`config.mk`:
```
export PLATFORM = sky130hd
export DESIGN_NAME = sram_bist_ctrl
export DESIGN_NICKNAME = d
export VERILOG_FILES = /design/src/rtl/sram_bist_pkg.sv /design/src/rtl/sram_bist_ctrl.sv
export SDC_FILE = /design/constraint.sdc
export NUM_CORES = 1
export LEC_CHECK = 0
export CAP_MARGIN = 20
export CORE_MARGIN = 3
export CORE_UTILIZATION = 30
export DETAILED_ROUTE_END_ITERATION = 6
export SETUP_SLACK_MARGIN = 0.5
export SLEW_MARGIN = 0
export SYNTH_ARGS = -nofsm -noshare
export SYNTH_HDL_FRONTEND = slang
export SYNTH_SLANG_ARGS = --single-unit
export TNS_END_PERCENT = 5
```
`constraint.sdc`:
```
create_clock -name clk -period 4.05 [get_ports clk]
set_clock_uncertainty 0.15 [all_clocks]
set_input_delay 0.6075 -clock clk [delete_from_list [all_inputs] [get_ports clk]]
set_output_delay 0.6075 -clock clk [all_outputs]
set_load 0.01 [all_outputs]
```
`src/rtl/sram_bist_pkg.sv`:
```
// Shared types for the SRAM March C- BIST controller: FSM states and the
// per-element march table (direction, op sequence, read/write data values).
package sram_bist_pkg;

  typedef enum logic [1:0] {
    IDLE  = 2'd0,
    RUN   = 2'd1,
    FLUSH = 2'd2,
    DONE  = 2'd3
  } state_e;

  typedef logic [2:0] elem_idx_t;

  localparam elem_idx_t FIRST_ELEM = 3'd0;
  localparam elem_idx_t LAST_ELEM  = 3'd5;

  typedef struct packed {
    logic down;       // 1 = sweep N-1..0, 0 = sweep 0..N-1
    logic has_read;
    logic has_write;
    logic rd_val;     // expected read data bit (replicated across the word)
    logic wr_val;     // write data bit (replicated across the word)
  } elem_cfg_t;

  // March C-: M0 up w0, M1 up r0w1, M2 up r1w0, M3 down r0w1, M4 down r1w0,
  // M5 down r0. Entries 6 and 7 are inert so any 3-bit index is in range.
  localparam elem_cfg_t MARCH_TABLE [8] = '{
    '{1'b0, 1'b0, 1'b1, 1'b0, 1'b0},
    '{1'b0, 1'b1, 1'b1, 1'b0, 1'b1},
    '{1'b0, 1'b1, 1'b1, 1'b1, 1'b0},
    '{1'b1, 1'b1, 1'b1, 1'b0, 1'b1},
    '{1'b1, 1'b1, 1'b1, 1'b1, 1'b0},
    '{1'b1, 1'b1, 1'b0, 1'b0, 1'b0},
    '{1'b0, 1'b0, 1'b0, 1'b0, 1'b0},
    '{1'b0, 1'b0, 1'b0, 1'b0, 1'b0}
  };

  // An element whose first op at an address is a write has no read step.
  function automatic logic first_op_is_write(input elem_idx_t idx);
    return !MARCH_TABLE[idx].has_read;
  endfunction

endpackage

```
`src/rtl/sram_bist_ctrl.sv`:
```
// March C- BIST controller: sequences the six march elements over the SRAM
// BIST port, compares each read one cycle later and latches the first failure.
module sram_bist_ctrl
  import sram_bist_pkg::*;
#(
  parameter int ADDR_W = 10,
  parameter int DATA_W = 32
) (
  input  logic              clk,
  input  logic              rst,
  input  logic              start,
  output logic              busy,
  output logic              done,
  output logic              pass,
  output logic [ADDR_W-1:0] fail_addr,
  output logic [2:0]        fail_elem,
  output logic              bist_en,
  output logic              bist_men,
  output logic              bist_wen,
  output logic              bist_ren,
  output logic [ADDR_W-1:0] bist_addr,
  output logic [DATA_W-1:0] bist_din,
  output logic [DATA_W-1:0] bist_bm,
  input  logic [DATA_W-1:0] bist_dout,
  output state_e            dbg_state
);

  localparam logic [ADDR_W-1:0] ADDR_MAX = '1;
  localparam logic [ADDR_W-1:0] ADDR_ONE = ADDR_W'(1);

  state_e            state_q, state_d;
  elem_idx_t         elem_q, elem_d;
  logic [ADDR_W-1:0] addr_q, addr_d;
  logic              phase_q, phase_d;   // 0 = read step, 1 = write step
  logic              busy_q, busy_d;
  logic              done_q, done_d;
  logic              wen_q, wen_d;
  logic              ren_q, ren_d;
  logic [ADDR_W-1:0] baddr_q, baddr_d;
  logic [DATA_W-1:0] din_q, din_d;
  logic              pass_q, pass_d;
  logic [ADDR_W-1:0] fail_addr_q, fail_addr_d;
  elem_idx_t         fail_elem_q, fail_elem_d;
  logic              cmp_valid_q, cmp_valid_d;
  logic              cmp_exp_q, cmp_exp_d;
  logic [ADDR_W-1:0] cmp_addr_q, cmp_addr_d;
  elem_idx_t         cmp_elem_q, cmp_elem_d;

  logic              at_end;
  logic              mismatch;
  logic              run_d;
  elem_idx_t         elem_nxt;

  always_comb begin
    state_d     = state_q;
    elem_d      = elem_q;
    addr_d      = addr_q;
    phase_d     = phase_q;
    pass_d      = pass_q;
    fail_addr_d = fail_addr_q;
    fail_elem_d = fail_elem_q;
    elem_nxt    = elem_q + 3'd1;

    at_end = MARCH_TABLE[elem_q].down ? (addr_q == '0) : (addr_q == ADDR_MAX);

    // The op on the bus this cycle is a read; its data is checked next cycle.
    cmp_valid_d = ren_q;
    cmp_exp_d   = MARCH_TABLE[elem_q].rd_val;
    cmp_addr_d  = addr_q;
    cmp_elem_d  = elem_q;

    mismatch = cmp_valid_q && (bist_dout != {DATA_W{cmp_exp_q}});
    if (mismatch && pass_q) begin
      pass_d      = 1'b0;
      fail_addr_d = cmp_addr_q;
      fail_elem_d = cmp_elem_q;
    end

    case (state_q)
      IDLE: begin
        if (start) begin
          state_d     = RUN;
          elem_d      = FIRST_ELEM;
          addr_d      = '0;
          phase_d     = first_op_is_write(FIRST_ELEM);
          pass_d      = 1'b1;
          fail_addr_d = '0;
          fail_elem_d = '0;
        end
      end
      RUN: begin
        if (MARCH_TABLE[elem_q].has_read && MARCH_TABLE[elem_q].has_write && !phase_q) begin
          phase_d = 1'b1;
        end else if (!at_end) begin
          addr_d  = MARCH_TABLE[elem_q].down ? (addr_q - ADDR_ONE) : (addr_q + ADDR_ONE);
          phase_d = first_op_is_write(elem_q);
        end else if (elem_q == LAST_ELEM) begin
          state_d = FLUSH;
        end else begin
          elem_d  = elem_nxt;
          addr_d  = MARCH_TABLE[elem_nxt].down ? ADDR_MAX : '0;
          phase_d = first_op_is_write(elem_nxt);
        end
      end
      FLUSH:   state_d = DONE;
      DONE:    state_d = IDLE;
      default: state_d = IDLE;
    endcase

    run_d   = (state_d == RUN);
    busy_d  = run_d || (state_d == FLUSH);
    done_d  = (state_d == DONE);
    wen_d   = run_d && phase_d;
    ren_d   = run_d && !phase_d;
    baddr_d = run_d ? addr_d : '0;
    din_d   = (run_d && phase_d) ? {DATA_W{MARCH_TABLE[elem_d].wr_val}} : '0;
  end

  always_ff @(posedge clk) begin
    if (rst) begin
      state_q     <= IDLE;
      elem_q      <= FIRST_ELEM;
      addr_q      <= '0;
      phase_q     <= 1'b0;
      busy_q      <= 1'b0;
      done_q      <= 1'b0;
      wen_q       <= 1'b0;
      ren_q       <= 1'b0;
      baddr_q     <= '0;
      din_q       <= '0;
      pass_q      <= 1'b0;
      fail_addr_q <= '0;
      fail_elem_q <= '0;
      cmp_valid_q <= 1'b0;
      cmp_exp_q   <= 1'b0;
      cmp_addr_q  <= '0;
      cmp_elem_q  <= '0;
    end else begin
      state_q     <= state_d;
      elem_q      <= elem_d;
      addr_q      <= addr_d;
      phase_q     <= phase_d;
      busy_q      <= busy_d;
      done_q      <= done_d;
      wen_q       <= wen_d;
      ren_q       <= ren_d;
      baddr_q     <= baddr_d;
      din_q       <= din_d;
      pass_q      <= pass_d;
      fail_addr_q <= fail_addr_d;
      fail_elem_q <= fail_elem_d;
      cmp_valid_q <= cmp_valid_d;
      cmp_exp_q   <= cmp_exp_d;
      cmp_addr_q  <= cmp_addr_d;
      cmp_elem_q  <= cmp_elem_d;
    end
  end

  assign busy      = busy_q;
  assign done      = done_q;
  assign pass      = pass_q;
  assign fail_addr = fail_addr_q;
  assign fail_elem = fail_elem_q;
  assign bist_en   = busy_q;
  assign bist_men  = busy_q;
  assign bist_wen  = wen_q;
  assign bist_ren  = ren_q;
  assign bist_addr = baddr_q;
  assign bist_din  = din_q;
  assign bist_bm   = {DATA_W{busy_q}};
  assign dbg_state = state_q;

endmodule

```
# Yosys cells after proc, flatten, opt, wreduce, memory -nomap -nowiden
# Memories as Yosys holds them, arrays and structs flattened. A register that Yosys moved wholly into a read port is not among the register bits.
# Cells that the tools add are included.
# word_totals
register_bits	59
rom_bits	120
input_bits	35
out_inout_bits	96
wordCells	89
n_memories	3
# memory_table
memory	depth	width	read_ports	rd_clocked_by_memory_dff	wr	line_no	source
(no name shown)	8	5	1	1	0	sram_bist_ctrl.sv:116	din_d = (run_d && phase_d) ? {DATA_W{MARCH_TABLE[elem_d].wr_val}} : '0;
(no name shown)	8	5	1	0	0	sram_bist_pkg.sv:40	return !MARCH_TABLE[idx].has_read;
(no name shown)	8	5	1	0	0	sram_bist_pkg.sv:40	
# classes
addsub	3
magnitude_cmp	2
n_eq_ne	9
mux	36
bitwise	5
n_reduce_logical	15
# ops
cell	count
two-way mux 10 bit	9
!= test 32 bit	1
two-way mux 3 bit	7
two-way mux 5 bit	4
one-hot mux 10 bit (2 select lines)	1
NOT 3 -> 4 bit	3
adder 10 x 1 -> 10 bit (second input constant)	1
== test 10 bit (second input constant)	1
zero test 10 bit	1
subtractor 10 x 1 -> 10 bit (second input constant)	1
== test 2 bit (second input constant)	4
>= comparator 4 bit (second input constant)	2
two-way mux 1 bit	8
two-way mux 2 bit	4
one-hot mux 2 bit (4 select lines)	1
logical AND 1 bit	6
one-hot mux 3 bit (2 select lines)	1
== test 2 x 1 -> 1 bit (second input constant)	2
zero test 1 bit	4
OR reduction 2 bit	2
adder 3 x 1 -> 3 bit (second input constant)	1
== test 3 bit (second input constant)	1
zero test 2 bit	1
NOT 1 bit	2
2 further kinds	2

# Logic depth before layout (Yosys ltp)
# logic_depth
depth_word	13
ltp_mapped	11
depth_no_buf	11

# Least setup slack after synthesis
# Ideal clock, no wire load.
# synth_timing
path_type	reg2reg
start	register (tool-made name)
end	register baddr_q[7] (netlist: bist_addr[7])
setup_ns	0.119
arrival_ns	2.740
required_ns	3.781
setup_slack_ns	1.041
path_stages_with_launch	11
path_buffers	0
synth_period_minus_slack_ns	3.009
cell_sequence	dfxtp_1 -> ha_1 -> inv_2 -> o21ai_2 -> ha_1 -> a21o_1 -> a31o_2 -> o211ai_1 -> a211oi_1 -> or3_1 -> nor3b_1
# synth_lines
element	line_no	source
end signal: assignment	sram_bist_ctrl.sv:147	baddr_q <= baddr_d;
end: declaration	sram_bist_ctrl.sv:39	logic [ADDR_W-1:0] baddr_q, baddr_d;

==> key figures <==
STA
  • Setup-failing EPs final: 0
  • Tcrit/Tclk final: 80.90%
  • Relative slew slack: 41.20%
  • TNS Setup: 0 ns
  • Slew @ Worst Pin: 0.8808 ns
  • FMAX: 305.2 MHz
  • Final Hold Viols: 0
  • Pins Over Slew Limit: 0
  • Period minus WS final: 3.277 ns
  • Setup ws final: 0.7734 ns
  • RSZ-0062 raised after global routing: false

Job
  • Maxcap violations: 0

Global routing
  • Vias in the first global route: 2,842
  • Congestion Overflow GR: 0
  • Largest net degree at the start of global routing: 36
  • Initial antenna violation count: 0
  • Gr usage total: 13.78%
  • First-pass GRT wire length: 14.52 mm

Pwr
  • Clock share of power: 46.6%
  • Seq pwr share: 41.1%
  • Switching Fraction: 24.92%
  • Leakage power: 0.001761 uW
  • PnR Total Power: 1487 uW
  • Net switching power: 370.5 uW
  • Max rail drop VDD: 0.1859 mV
  • Int Power: 1116 uW
  • Comb power frac: 12.4%
  • PD cells: 306.6 mW/mm^2

Route
  • WL final: 9.254 mm
  • Vias per cell: 4.816
  • Post-DR wirelength/cell: 14.46 um
  • Initial DRT Pass Iterations: 5
  • Drt drc: 0
  • DR iter-0 viols: 182
  • Final ANT Viol Nets: 0
  • Vias: 3,082

Die
  • Die X: 115.2 um
  • Placeable core area: 0.01152 sq mm
  • Row count: 39
  • Io pins: 131
  • Starting density of the core: 31.05%
  • Die Ht: 115.2 um
  • DIE AREA: 0.01327 sq mm

Clock network
  • Clock buffer count from CTS: 9
  • TritonCTS clock tree: built
  • Clk slew on worst S/H paths: 0.05 ns
  • Sink Count: 60
  • H-tree depth: 3
  • Root buf cell: clkbuf_16
  • Clock tree buffer depth: 2
  • Setup Fix Bufs, Post-CTS: 0
  • Clock insertion delay at the later pin of the skew report: 0.33 ns

Cells and area
  • Area growth, synth to finish: 35.58%
  • Commonest cells after routing, fill and taps aside: clkdlybuf4s50_1 (130), dfxtp_1 (60), nand2_1 (51)
  • Post-layout net count: 544
  • Share of cells above drive strength 1: 7.445%
  • Commonest non-fill, non-tap cell in the layout: clkdlybuf4s50_1
  • Number of diodes: 0

Synth
  • Post-synthesis sequential area ratio: 33.59%
  • Synth Instances: 422
  • Syn avg cell area: 8.474 sq um
  • Asr flop ratio synth: 0%
  • Post-synth EDFFs: 0
  • Most common flop cell mapped by yosys: dfxtp_1
  • Syn nets: 474
  • Synth cell types: 58
  • Post-Synthesis Cell Area: 0.003576 sq mm
  • Yosys warning count: 0
  • Flops & latches, synth: 60

Placed design
  • DP Worst Slack: 0.6200 ns
  • DP HPWL: 7.335 mm
  • Port Buf Inserts: 130
  • GP Congestion: 0.8930

Worst setup path
  • Worst Setup Path Type: reg -> reg
  • CP Launch Type: flop
  • CP Data Arrival Time: 3.34 ns
  • Crit. End Element: flop
  • Critical Path RT: 4.11 ns
  • Peak fanout along the critical path: 12

Min path
  • Hold crit path type: reg -> reg

Outcome
  • Status: completed
## final timing paths
path                 start            to  slack (ns)  cells past startpoint
min          cmp_addr_q[9]  fail_addr[9]        0.29                      2
max                   flop  bist_addr[7]        0.77                     10
max reg2reg           flop  bist_addr[7]        0.77                     10
min reg2reg  cmp_addr_q[9]  fail_addr[9]        0.29                      2
## synth_stat cells, drive strengths merged (2+ instances only)
| master | n | area [sq um] |
|---|---|---|
| a211oi | 4 | 40.03 |
| a21boi | 2 | 15.01 |
| a21o | 3 | 22.52 |
| a21oi | 9 | 45.04 |
| a31o | 2 | 17.52 |
| a31oi | 8 | 50.05 |
| a32o | 3 | 31.28 |
| a32oi | 2 | 36.29 |
| and2 | 7 | 43.79 |
| and4 | 3 | 26.28 |
| buf | 70 | 521.8 |
| clkbuf | 7 | 26.28 |
| dfxtp | 60 | 1201 |
| ha | 16 | 200.2 |
| inv | 9 | 33.78 |
| mux2i | 16 | 160.2 |
| nand2 | 51 | 191.4 |
| nand2b | 4 | 25.02 |
| nand3 | 8 | 40.04 |
| nand4 | 7 | 43.79 |
| nor2 | 34 | 127.6 |
| nor2b | 18 | 112.6 |
| nor3 | 20 | 111.4 |
| nor3b | 2 | 15.01 |
| nor4 | 8 | 50.05 |
| o2111ai | 3 | 26.28 |
| o211a | 2 | 20.02 |
| o211ai | 6 | 50.05 |
| o21ai | 15 | 78.83 |
| o22ai | 2 | 12.51 |
| or4 | 2 | 18.77 |
| xnor2 | 2 | 17.52 |
| xor2 | 2 | 17.52 |
## logic make-up (layout without fill, tap and decap cells)
family,Yosys count,in the layout,synth area share [%]
flip-flops,60,60,33.59
AND/OR/NAND/NOR,169,169,23.58
XOR/XNOR,4,4,0.9799
multiplexers,17,17,4.793
AO/OA/AOI/OAI,69,69,14.63
buffers and inverters,86,161,16.27
adder cells (fa/ha/maj),17,17,6.158
## through the flow
stage	cell area, sq um	hold WS (ns)	utilization [%]	instances
after floorplan	3576	0.2735	-	422
after global placement	4549	0.2780	39.50	623
after detailed placement	4549	0.2836	39.50	623
after CTS	4826	0.2911	41.91	639
after global routing	4848	0.3104	42.10	640
final	4848	0.2885	42.10	640
## critical path, stage by stage (launching register included)
cell	delay, ns
dfxtp_1	0.48
ha_1	0.38
inv_2	0.10
o21ai_4	0.37
ha_1	0.37
a21o_1	0.20
a31o_2	0.24
o211ai_1	0.23
a211oi_1	0.11
or3_1	0.39
nor3b_1	0.14
## state kept, by name, indices dropped and copies added, names as in the netlist, named ones only
name         count
bist_din         1
fail_addr       10
bist_ren         1
bist_en          1
fail_elem        3
phase_q          1
done             1
cmp_exp_q        1
dbg_state        2
bist_wen         1
cmp_addr_q      10
cmp_valid_q      1
cmp_elem_q       3
bist_addr       10
addr_q          10
pass             1
cmp_elem_d       2
## per-layer routing
metal	track usage, %	part of all wire [%]
met1	18.01	46
met2	22.11	47
met3	3.368	5.9
met4	4.930	1.2
met5	0	0
## repair_timing
item,in CTS,in global routing
hold buffers,0,0
resized for setup,0,1
setup endpoints to repair,0,8
## area by class of cell
type	count	area, sq um
Clock buffer	9	225.2
Multi-Input combinational cell	276	1804
Tap cell	143	178.9
Clock inverter	7	51.30
Sequential cell	60	1201
Fill cell	1094	6668
Inverter	9	33.78
Timing Repair Buffer	136	1354
## power by group through the flow
| stage | logic [uW] | clock network [uW] | registers, uW |
|---|---|---|---|
| after floorplan | 102 | 0 | 624 |
| after global placement | 182 | 0 | 623 |
| after detailed placement | 181 | 0 | 623 |
| after CTS | 182 | 706 | 611 |
| after global routing | 198 | 728 | 612 |
| final | 184 | 692 | 611 |
Note: power is estimated with default switching activity, not from simulation.
